`src/rtl/board_probe_if.sv`:
```
`default_nettype none
// ============================================================================
//  Module      : board_probe_if
//  Description : Panel-side bundle for board_probe_ctrl. Carries the raw board
//                switches and buttons, the DUT observation words, and the
//                cleaned control outputs (slot registers, strobes, step
//                enable, display word, indices, run flag).
//  Modports    : master - board / bench side (drives sw, buttons, view_data)
//                slave  - controller side (drives the control outputs)
//  Revision    : 1.0 - initial release
// ============================================================================
interface board_probe_if #(
    parameter int SW_W     = 32,
    parameter int NUM_LOAD = 4,
    parameter int NUM_VIEW = 8
);
    logic [SW_W-1:0]              sw;
    logic                         btn_next;
    logic                         btn_load;
    logic                         btn_view;
    logic                         btn_step;
    logic                         btn_run;
    logic [NUM_VIEW*32-1:0]       view_data;

    logic [NUM_LOAD*SW_W-1:0]     load_bus;
    logic [NUM_LOAD-1:0]          load_strobe;
    logic                         step_pulse;
    logic [31:0]                  disp_data;
    logic [$clog2(NUM_LOAD)-1:0]  load_idx;
    logic [$clog2(NUM_VIEW)-1:0]  view_idx;
    logic                         run_mode;

    modport master (
        output sw, btn_next, btn_load, btn_view, btn_step, btn_run, view_data,
        input  load_bus, load_strobe, step_pulse, disp_data, load_idx, view_idx, run_mode
    );

    modport slave (
        input  sw, btn_next, btn_load, btn_view, btn_step, btn_run, view_data,
        output load_bus, load_strobe, step_pulse, disp_data, load_idx, view_idx, run_mode
    );
endinterface
`default_nettype wire

```
`src/rtl/board_probe_ctrl.sv`:
```
`default_nettype none
// ============================================================================
//  Module      : board_probe_ctrl
//  Description : Front-panel controller. Synchronises and debounces five
//                push-buttons into single-cycle pulses, then uses them to
//                cycle the load slot, write switch values into slots, cycle
//                the display channel and issue DUT step enables (single or
//                free-running).
//  Ports       : clk  - board clock
//                rst  - synchronous active-high reset
//                bus  - board_probe_if.slave: sw, btn_*, view_data in;
//                       load_bus, load_strobe, step_pulse, disp_data,
//                       load_idx, view_idx, run_mode out
//  Revision    : 1.0 - initial release
// ============================================================================
module board_probe_ctrl #(
    parameter int SW_W       = 32,
    parameter int NUM_LOAD   = 4,
    parameter int NUM_VIEW   = 8,
    parameter int DB_CYCLES  = 500000,
    parameter int RUN_PERIOD = 50000000
) (
    input  logic        clk,
    input  logic        rst,
    board_probe_if.slave bus
);
    localparam int c_LIDX_W = $clog2(NUM_LOAD);
    localparam int c_VIDX_W = $clog2(NUM_VIEW);
    localparam int c_DB_W   = $clog2(DB_CYCLES);
    localparam int c_RUN_W  = $clog2(RUN_PERIOD);
    localparam int c_NBTN   = 5;
    localparam int c_B_NEXT = 0;
    localparam int c_B_LOAD = 1;
    localparam int c_B_VIEW = 2;
    localparam int c_B_STEP = 3;
    localparam int c_B_RUN  = 4;

    logic [c_NBTN-1:0] w_raw;
    logic [c_NBTN-1:0] w_pulse;

    assign w_raw = {bus.btn_run, bus.btn_step, bus.btn_view, bus.btn_load, bus.btn_next};

    // ------------------------------------------------------------------
    // Button conditioning: 2-flop sync, counter debounce, rising-edge pulse.
    // The pulse is registered one cycle after the stable level changes.
    // ------------------------------------------------------------------
    for (genvar b = 0; b < c_NBTN; b++) begin : g_btn
        logic              r_sync1;
        logic              r_sync2;
        logic              r_stable;
        logic              r_stable_q;
        logic              r_pulse;
        logic [c_DB_W-1:0] r_cnt;

        always_ff @(posedge clk) begin
            if (rst) begin
                r_sync1    <= 1'b0;
                r_sync2    <= 1'b0;
                r_stable   <= 1'b0;
                r_stable_q <= 1'b0;
                r_pulse    <= 1'b0;
                r_cnt      <= '0;
            end else begin
                r_sync1    <= w_raw[b];
                r_sync2    <= r_sync1;
                r_stable_q <= r_stable;
                r_pulse    <= r_stable & ~r_stable_q;
                if (r_sync2 != r_stable) begin
                    // This sample is the DB_CYCLES-th consecutive mismatch.
                    if (r_cnt == c_DB_W'(DB_CYCLES - 1)) begin
                        r_stable <= r_sync2;
                        r_cnt    <= '0;
                    end else begin
                        r_cnt <= r_cnt + c_DB_W'(1);
                    end
                end else begin
                    r_cnt <= '0;
                end
            end
        end

        assign w_pulse[b] = r_pulse;
    end

    // ------------------------------------------------------------------
    // Load slots, indices and display register
    // ------------------------------------------------------------------
    logic [SW_W-1:0]     r_slot [NUM_LOAD];
    logic [NUM_LOAD-1:0] r_strobe;
    logic [c_LIDX_W-1:0] r_load_idx;
    logic [c_VIDX_W-1:0] r_view_idx;
    logic [31:0]         r_disp;
    logic [31:0]         w_view [NUM_VIEW];

    for (genvar v = 0; v < NUM_VIEW; v++) begin : g_view
        assign w_view[v] = bus.view_data[32*v +: 32];
    end

    for (genvar s = 0; s < NUM_LOAD; s++) begin : g_slot
        assign bus.load_bus[SW_W*s +: SW_W] = r_slot[s];
    end

    always_ff @(posedge clk) begin
        if (rst) begin
            for (int i = 0; i < NUM_LOAD; i++) begin
                r_slot[i] <= '0;
            end
            r_strobe   <= '0;
            r_load_idx <= '0;
            r_view_idx <= '0;
            r_disp     <= '0;
        end else begin
            r_strobe <= '0;
            // Load and next together: the write uses the pre-advance index.
            if (w_pulse[c_B_LOAD]) begin
                r_slot[r_load_idx]   <= bus.sw;
                r_strobe[r_load_idx] <= 1'b1;
            end
            if (w_pulse[c_B_NEXT]) begin
                r_load_idx <= (r_load_idx == c_LIDX_W'(NUM_LOAD - 1)) ? '0
                                                                      : r_load_idx + c_LIDX_W'(1);
            end
            if (w_pulse[c_B_VIEW]) begin
                r_view_idx <= (r_view_idx == c_VIDX_W'(NUM_VIEW - 1)) ? '0
                                                                      : r_view_idx + c_VIDX_W'(1);
            end
            // Sampled every cycle so the display follows live DUT changes.
            r_disp <= w_view[r_view_idx];
        end
    end

    // ------------------------------------------------------------------
    // Step FSM: single step in IDLE, periodic step in RUN
    // ------------------------------------------------------------------
    typedef enum logic [0:0] {
        ST_IDLE = 1'b0,
        ST_RUN  = 1'b1
    } state_t;

    state_t             r_state;
    state_t             w_state_next;
    logic [c_RUN_W-1:0] r_run_cnt;
    logic [c_RUN_W-1:0] w_run_cnt_next;
    logic               r_step;
    logic               w_step_next;

    always_ff @(posedge clk) begin
        if (rst) begin
            r_state   <= ST_IDLE;
            r_run_cnt <= '0;
            r_step    <= 1'b0;
        end else begin
            r_state   <= w_state_next;
            r_run_cnt <= w_run_cnt_next;
            r_step    <= w_step_next;
        end
    end

    always_comb begin
        w_state_next   = r_state;
        w_run_cnt_next = r_run_cnt;
        w_step_next    = 1'b0;
        case (r_state)
            ST_IDLE: begin
                // A step coinciding with run entry is still issued.
                w_step_next = w_pulse[c_B_STEP];
                if (w_pulse[c_B_RUN]) begin
                    w_state_next   = ST_RUN;
                    w_run_cnt_next = '0;
                end
            end
            ST_RUN: begin
                // Leaving RUN suppresses any step due on the same edge.
                if (w_pulse[c_B_RUN]) begin
                    w_state_next   = ST_IDLE;
                    w_run_cnt_next = '0;
                end else if (r_run_cnt == c_RUN_W'(RUN_PERIOD - 1)) begin
                    w_step_next    = 1'b1;
                    w_run_cnt_next = '0;
                end else begin
                    w_run_cnt_next = r_run_cnt + c_RUN_W'(1);
                end
            end
            default: begin
                w_state_next = ST_IDLE;
            end
        endcase
    end

    assign bus.load_strobe = r_strobe;
    assign bus.step_pulse  = r_step;
    assign bus.disp_data   = r_disp;
    assign bus.load_idx    = r_load_idx;
    assign bus.view_idx    = r_view_idx;
    assign bus.run_mode    = (r_state == ST_RUN);

endmodule
`default_nettype wire

```
`src/flat_wrapper.sv`:
```
// flat-port wrapper written by rule: the top's interface ports become plain ports
module board_probe_ctrl_flat 
#(
    parameter int SW_W       = 32,
    parameter int NUM_LOAD   = 4,
    parameter int NUM_VIEW   = 8,
    parameter int DB_CYCLES  = 500000,
    parameter int RUN_PERIOD = 50000000
)
  (clk, rst, bus_sw, bus_btn_next, bus_btn_load, bus_btn_view, bus_btn_step, bus_btn_run, bus_view_data, bus_load_bus, bus_load_strobe, bus_step_pulse, bus_disp_data, bus_load_idx, bus_view_idx, bus_run_mode);
  board_probe_if #(.SW_W(SW_W), .NUM_LOAD(NUM_LOAD), .NUM_VIEW(NUM_VIEW)) bus_i ();
  input  logic clk;
  input  logic rst;
  input wire logic [$bits(bus_i.sw)-1:0] bus_sw;
  input wire logic [$bits(bus_i.btn_next)-1:0] bus_btn_next;
  input wire logic [$bits(bus_i.btn_load)-1:0] bus_btn_load;
  input wire logic [$bits(bus_i.btn_view)-1:0] bus_btn_view;
  input wire logic [$bits(bus_i.btn_step)-1:0] bus_btn_step;
  input wire logic [$bits(bus_i.btn_run)-1:0] bus_btn_run;
  input wire logic [$bits(bus_i.view_data)-1:0] bus_view_data;
  output wire logic [$bits(bus_i.load_bus)-1:0] bus_load_bus;
  output wire logic [$bits(bus_i.load_strobe)-1:0] bus_load_strobe;
  output wire logic [$bits(bus_i.step_pulse)-1:0] bus_step_pulse;
  output wire logic [$bits(bus_i.disp_data)-1:0] bus_disp_data;
  output wire logic [$bits(bus_i.load_idx)-1:0] bus_load_idx;
  output wire logic [$bits(bus_i.view_idx)-1:0] bus_view_idx;
  output wire logic [$bits(bus_i.run_mode)-1:0] bus_run_mode;
  assign bus_i.sw = bus_sw;
  assign bus_i.btn_next = bus_btn_next;
  assign bus_i.btn_load = bus_btn_load;
  assign bus_i.btn_view = bus_btn_view;
  assign bus_i.btn_step = bus_btn_step;
  assign bus_i.btn_run = bus_btn_run;
  assign bus_i.view_data = bus_view_data;
  assign bus_load_bus = bus_i.load_bus;
  assign bus_load_strobe = bus_i.load_strobe;
  assign bus_step_pulse = bus_i.step_pulse;
  assign bus_disp_data = bus_i.disp_data;
  assign bus_load_idx = bus_i.load_idx;
  assign bus_view_idx = bus_i.view_idx;
  assign bus_run_mode = bus_i.run_mode;
  board_probe_ctrl #(.SW_W(SW_W), .NUM_LOAD(NUM_LOAD), .NUM_VIEW(NUM_VIEW), .DB_CYCLES(DB_CYCLES), .RUN_PERIOD(RUN_PERIOD)) u_core (.clk(clk), .rst(rst), .bus(bus_i));
endmodule
```
`config.mk`:
```
export PLATFORM = sky130hd
export DESIGN_NAME = board_probe_ctrl_flat
export DESIGN_NICKNAME = d
export VERILOG_FILES = /design/src/rtl/board_probe_if.sv /design/src/rtl/board_probe_ctrl.sv /design/src/flat_wrapper.sv
export SDC_FILE = /design/constraint.sdc
export NUM_CORES = 1
export LEC_CHECK = 0
export ABC_AREA = 1
export CORE_ASPECT_RATIO = 0.75
export CORE_UTILIZATION = 48
export DETAILED_ROUTE_END_ITERATION = 8
export PLACE_DENSITY = 0.82
export SLEW_MARGIN = 25
export SYNTH_ARGS = -nofsm -noshare
export SYNTH_HDL_FRONTEND = slang
export SYNTH_SLANG_ARGS = --single-unit
```
`constraint.sdc`:
```
create_clock -name clk -period 5 [get_ports clk]
set_clock_uncertainty 0.15 [all_clocks]
set_input_delay 0.5 -clock clk [delete_from_list [all_inputs] [get_ports clk]]
set_output_delay 0.5 -clock clk [all_outputs]
set_load 0.02 [all_outputs]
```
==> impl_metrics.yaml <==
clock_network:
  clock-sinks: 317
  numCtsBuffers: 34
  postCtsSetupRepairBufs: 0
  cts_resized: 0
  cts_hold_buf: 0
  h-tree-depth: 2
  cts_tree: "built"
  cts.clk_slew.worst_paths_ps: 60
  cts-root-buf: "clkbuf_16"
  clk_latency_ps: 540
  clock_path_buffers: 3
synth:
  synthFlopType: "dfxtp_1"
  syn-num-nets: 2284
  synth_async_sr_flop_share_pct: 0
  ys_seq_elements: 317
  ys_types: 43
  yosys.area_share.adder_pct: 1.07
  synthMuxAreaShare_pct: 0
  synth_top_family_by_area: "simple AND/OR/NAND/NOR gates"
  netlist_instances: 1976
  syn_area_per_cell_um2: 7.69
  synth-compound-area-share_pct: 11.1
  yosysSeqAreaShare_pct: 50.2
  syn_area_um2: 15200
  synth_xor_area_share_pct: 2.25
  yosysWarnings: 0
  synth-simple-area-share_pct: 28.0
  synth-edff-count: 128
sta:
  min_period_ps: 3070
  rsz0062_at_grt: "no"
  max_freq_mhz: 325
  hold_viol: 0
  setup_viol: 0
  drv_slew: 0
  maxSlewHeadroom_pct: 33.8
  tightest_slew_ps: 993
  finalCritPeriodShare_pct: 61.5
  tns_ps: 0
route:
  via_per_inst: 5.32
  drc: 0
  drt_wl_total_um: 48700
  vias: 15100
  drt_first_pass_iters: 5
  postRouteAntennaNets: 0
  drt_iter0_drc: 1283
  wire_per_inst_um: 17.1
layout:
  area_growth_pct: 39.4
  nets: 2713
  multi_input_area_um2: 6480
  drive_gt1_share_pct: 4.37
  finalInstanceArea_um2: 21200
  register_area_um2: 7630
  fill_cells: 2496
grt:
  antenna_found_initial: 7
  grt_pass1_wl_um: 74400
  grt_use_total_pct: 29.0
  grt-ovfl-total: 0
  grt_pass1_vias: 14000
  grt_max_degree: 97
power_and_ir_drop:
  ir_drop_mv: 0.193
  p_leak_uw: 0.00782
  power_density_nw_per_um2: 274
flow_run:
  maxCapViolCount: 0
min_path:
  hold_class: "reg -> reg"
  whs_path_depth: 1
  min_from: "u_core.g_btn[0].r_stable_q$_SDFF_PP0_"
floorplanning:
  core_um2: 31200
  num_io_pins: 466
  die_w_um: 207
  initial_core_util_pct: 48.7
  num_rows: 56
  dieArea_um2: 32400
  die_h_um: 156
place:
  dpl-instance-area_um2: 20100
  dpl.hpwl_um: 36000
  gp_congestion: 0.993
  portBuffers: 465
setup_path:
  endpoint_kind: "register"
  crit_path_max_fanout: 96
  cp-start-kind: "register"
  path_class: "reg -> reg"
  rr_startpoint: "u_core.bus.view_idx[0]$_SDFFE_PP0P_"
  required_ps: 5190
  critical_path_arrival_ps: 3260
  cp-startpoint: "u_core.bus.view_idx[0]$_SDFFE_PP0P_"
  r2r_cells: 6
status:
  status: "finished, final reports clean"
-- worst paths after layout --
path | endpoint | slack [ps]
worst max-delay path | u_core.bus.disp_data[1]$_SDFF_PP0_ | 1930
worst min-delay path | u_core.g_btn[0].r_pulse$_SDFF_PP0_ | 240
worst max register to register | u_core.bus.disp_data[1]$_SDFF_PP0_ | 1930
worst min register to register | u_core.g_btn[0].r_pulse$_SDFF_PP0_ | 240
-- placed cells by master (no fill, tap or decap), drive strengths merged, types with 59 or more instances in the layout --
| cell type | instances |
|---|---|
| clkdlybuf4s50 | 464 |
| inv | 191 |
| nor3 | 89 |
| dfxtp | 189 |
| o21ai | 212 |
| edfxtp | 128 |
| nand2 | 282 |
| nor2 | 531 |
| a21oi | 64 |
| nand3 | 59 |
-- through the flow --
stage | setup slack, ps | std cells | power [µW] | util (%) | hold slack (ps)
after floorplan | 1220 | 1976 | 2980 | - | 223
after global placement | 1960 | 2774 | 3370 | 64.3 | 229
after detailed placement | 1980 | 2774 | 3380 | 64.3 | 233
after CTS | 2000 | 2832 | 5840 | 67.8 | 240
after global routing | 1670 | 2840 | 5970 | 67.9 | 251
final | 1930 | 2840 | 5800 | 67.9 | 241
-- kinds of logic (layout without fill, tap and decap cells) --
logic type	count (synthesis)	count (layout)
simple gates	1012	1012
compound gates	321	321
flops	317	317
buf+inv	274	725
xor+xnor	39	39
fa+ha+maj	13	13
other cells	0	7
-- critical path, cell delays in order, from the launching register on --
cell,delay (ps)
dfxtp_4,870
clkinv_2,610
buf_4,540
o21ai_0,260
o21ai_0,100
o21ai_0,150
a31oi_1,70
-- Yosys cell counts, types with 3 or more instances --
master    instances  area share, %
nand2_1         276            6.8
buf_4             9           0.44
o21ai_0         200            6.6
o21bai_1          6           0.30
a21oi_1          63            2.1
nor2_2            8           0.33
nand2_2           5           0.21
nor3b_1           3           0.15
nor3_1           85            2.8
edfxtp_1        128             25
a31oi_1          35            1.4
nand3_1          58            1.9
xor2_1           30            1.7
nand3b_1         11           0.54
o21ai_1          12           0.40
ha_1             13            1.1
inv_2             4          0.099
nand4_1          27            1.1
buf_1            16           0.40
nor2_4            5           0.37
clkbuf_1         39           0.96
or2_2             5           0.21
dfxtp_1         189             25
nor3_2            3           0.20
buf_2            15           0.49
xnor2_1           9           0.52
buf_6             5           0.37
inv_1           185            4.6
nor2_1          518             13
-- where the power goes --
group          internal (µW)  total [µW]  leakage, µW  switching [µW]
clock                   1440        2470     0.000523            1030
combinational            321         565      0.00445             244
sequential              2740        2770      0.00285            26.2
-- per-layer routing --
layer	track usage (%)	wire, µm
met1	36.6	19900
met2	48.2	22800
met3	6.48	4220
met4	12.0	1740
met5	0	0
-- registers in the layout, indices dropped and copies added (netlist names) --
name	flops
u_core.r_slot	128
u_core.g_btn.r_cnt	95
u_core.bus.disp_data	32
u_core.r_run_cnt	26
u_core.g_btn.r_pulse	5
u_core.g_btn.r_stable	5
u_core.g_btn.r_stable_q	5
u_core.g_btn.r_sync1	5
u_core.g_btn.r_sync2	5
u_core.bus.load_strobe	4
u_core.bus.view_idx	3
u_core.bus.load_idx	2
u_core.bus.run_mode	1
u_core.bus.step_pulse	1
-- layout make-up --
class / count / share of cell area, %
Clock buffer: 47 / 4.50
Multi-Input combinational cell: 1385 / 30.6
Inverter: 190 / 3.37
Tap cell: 406 / 2.40
Sequential cell: 317 / 36.0
Timing Repair Buffer: 477 / 22.5
Antenna cell: 7 / 0.0827
Clock inverter: 11 / 0.573
Power figures use the tool's default switching activity.
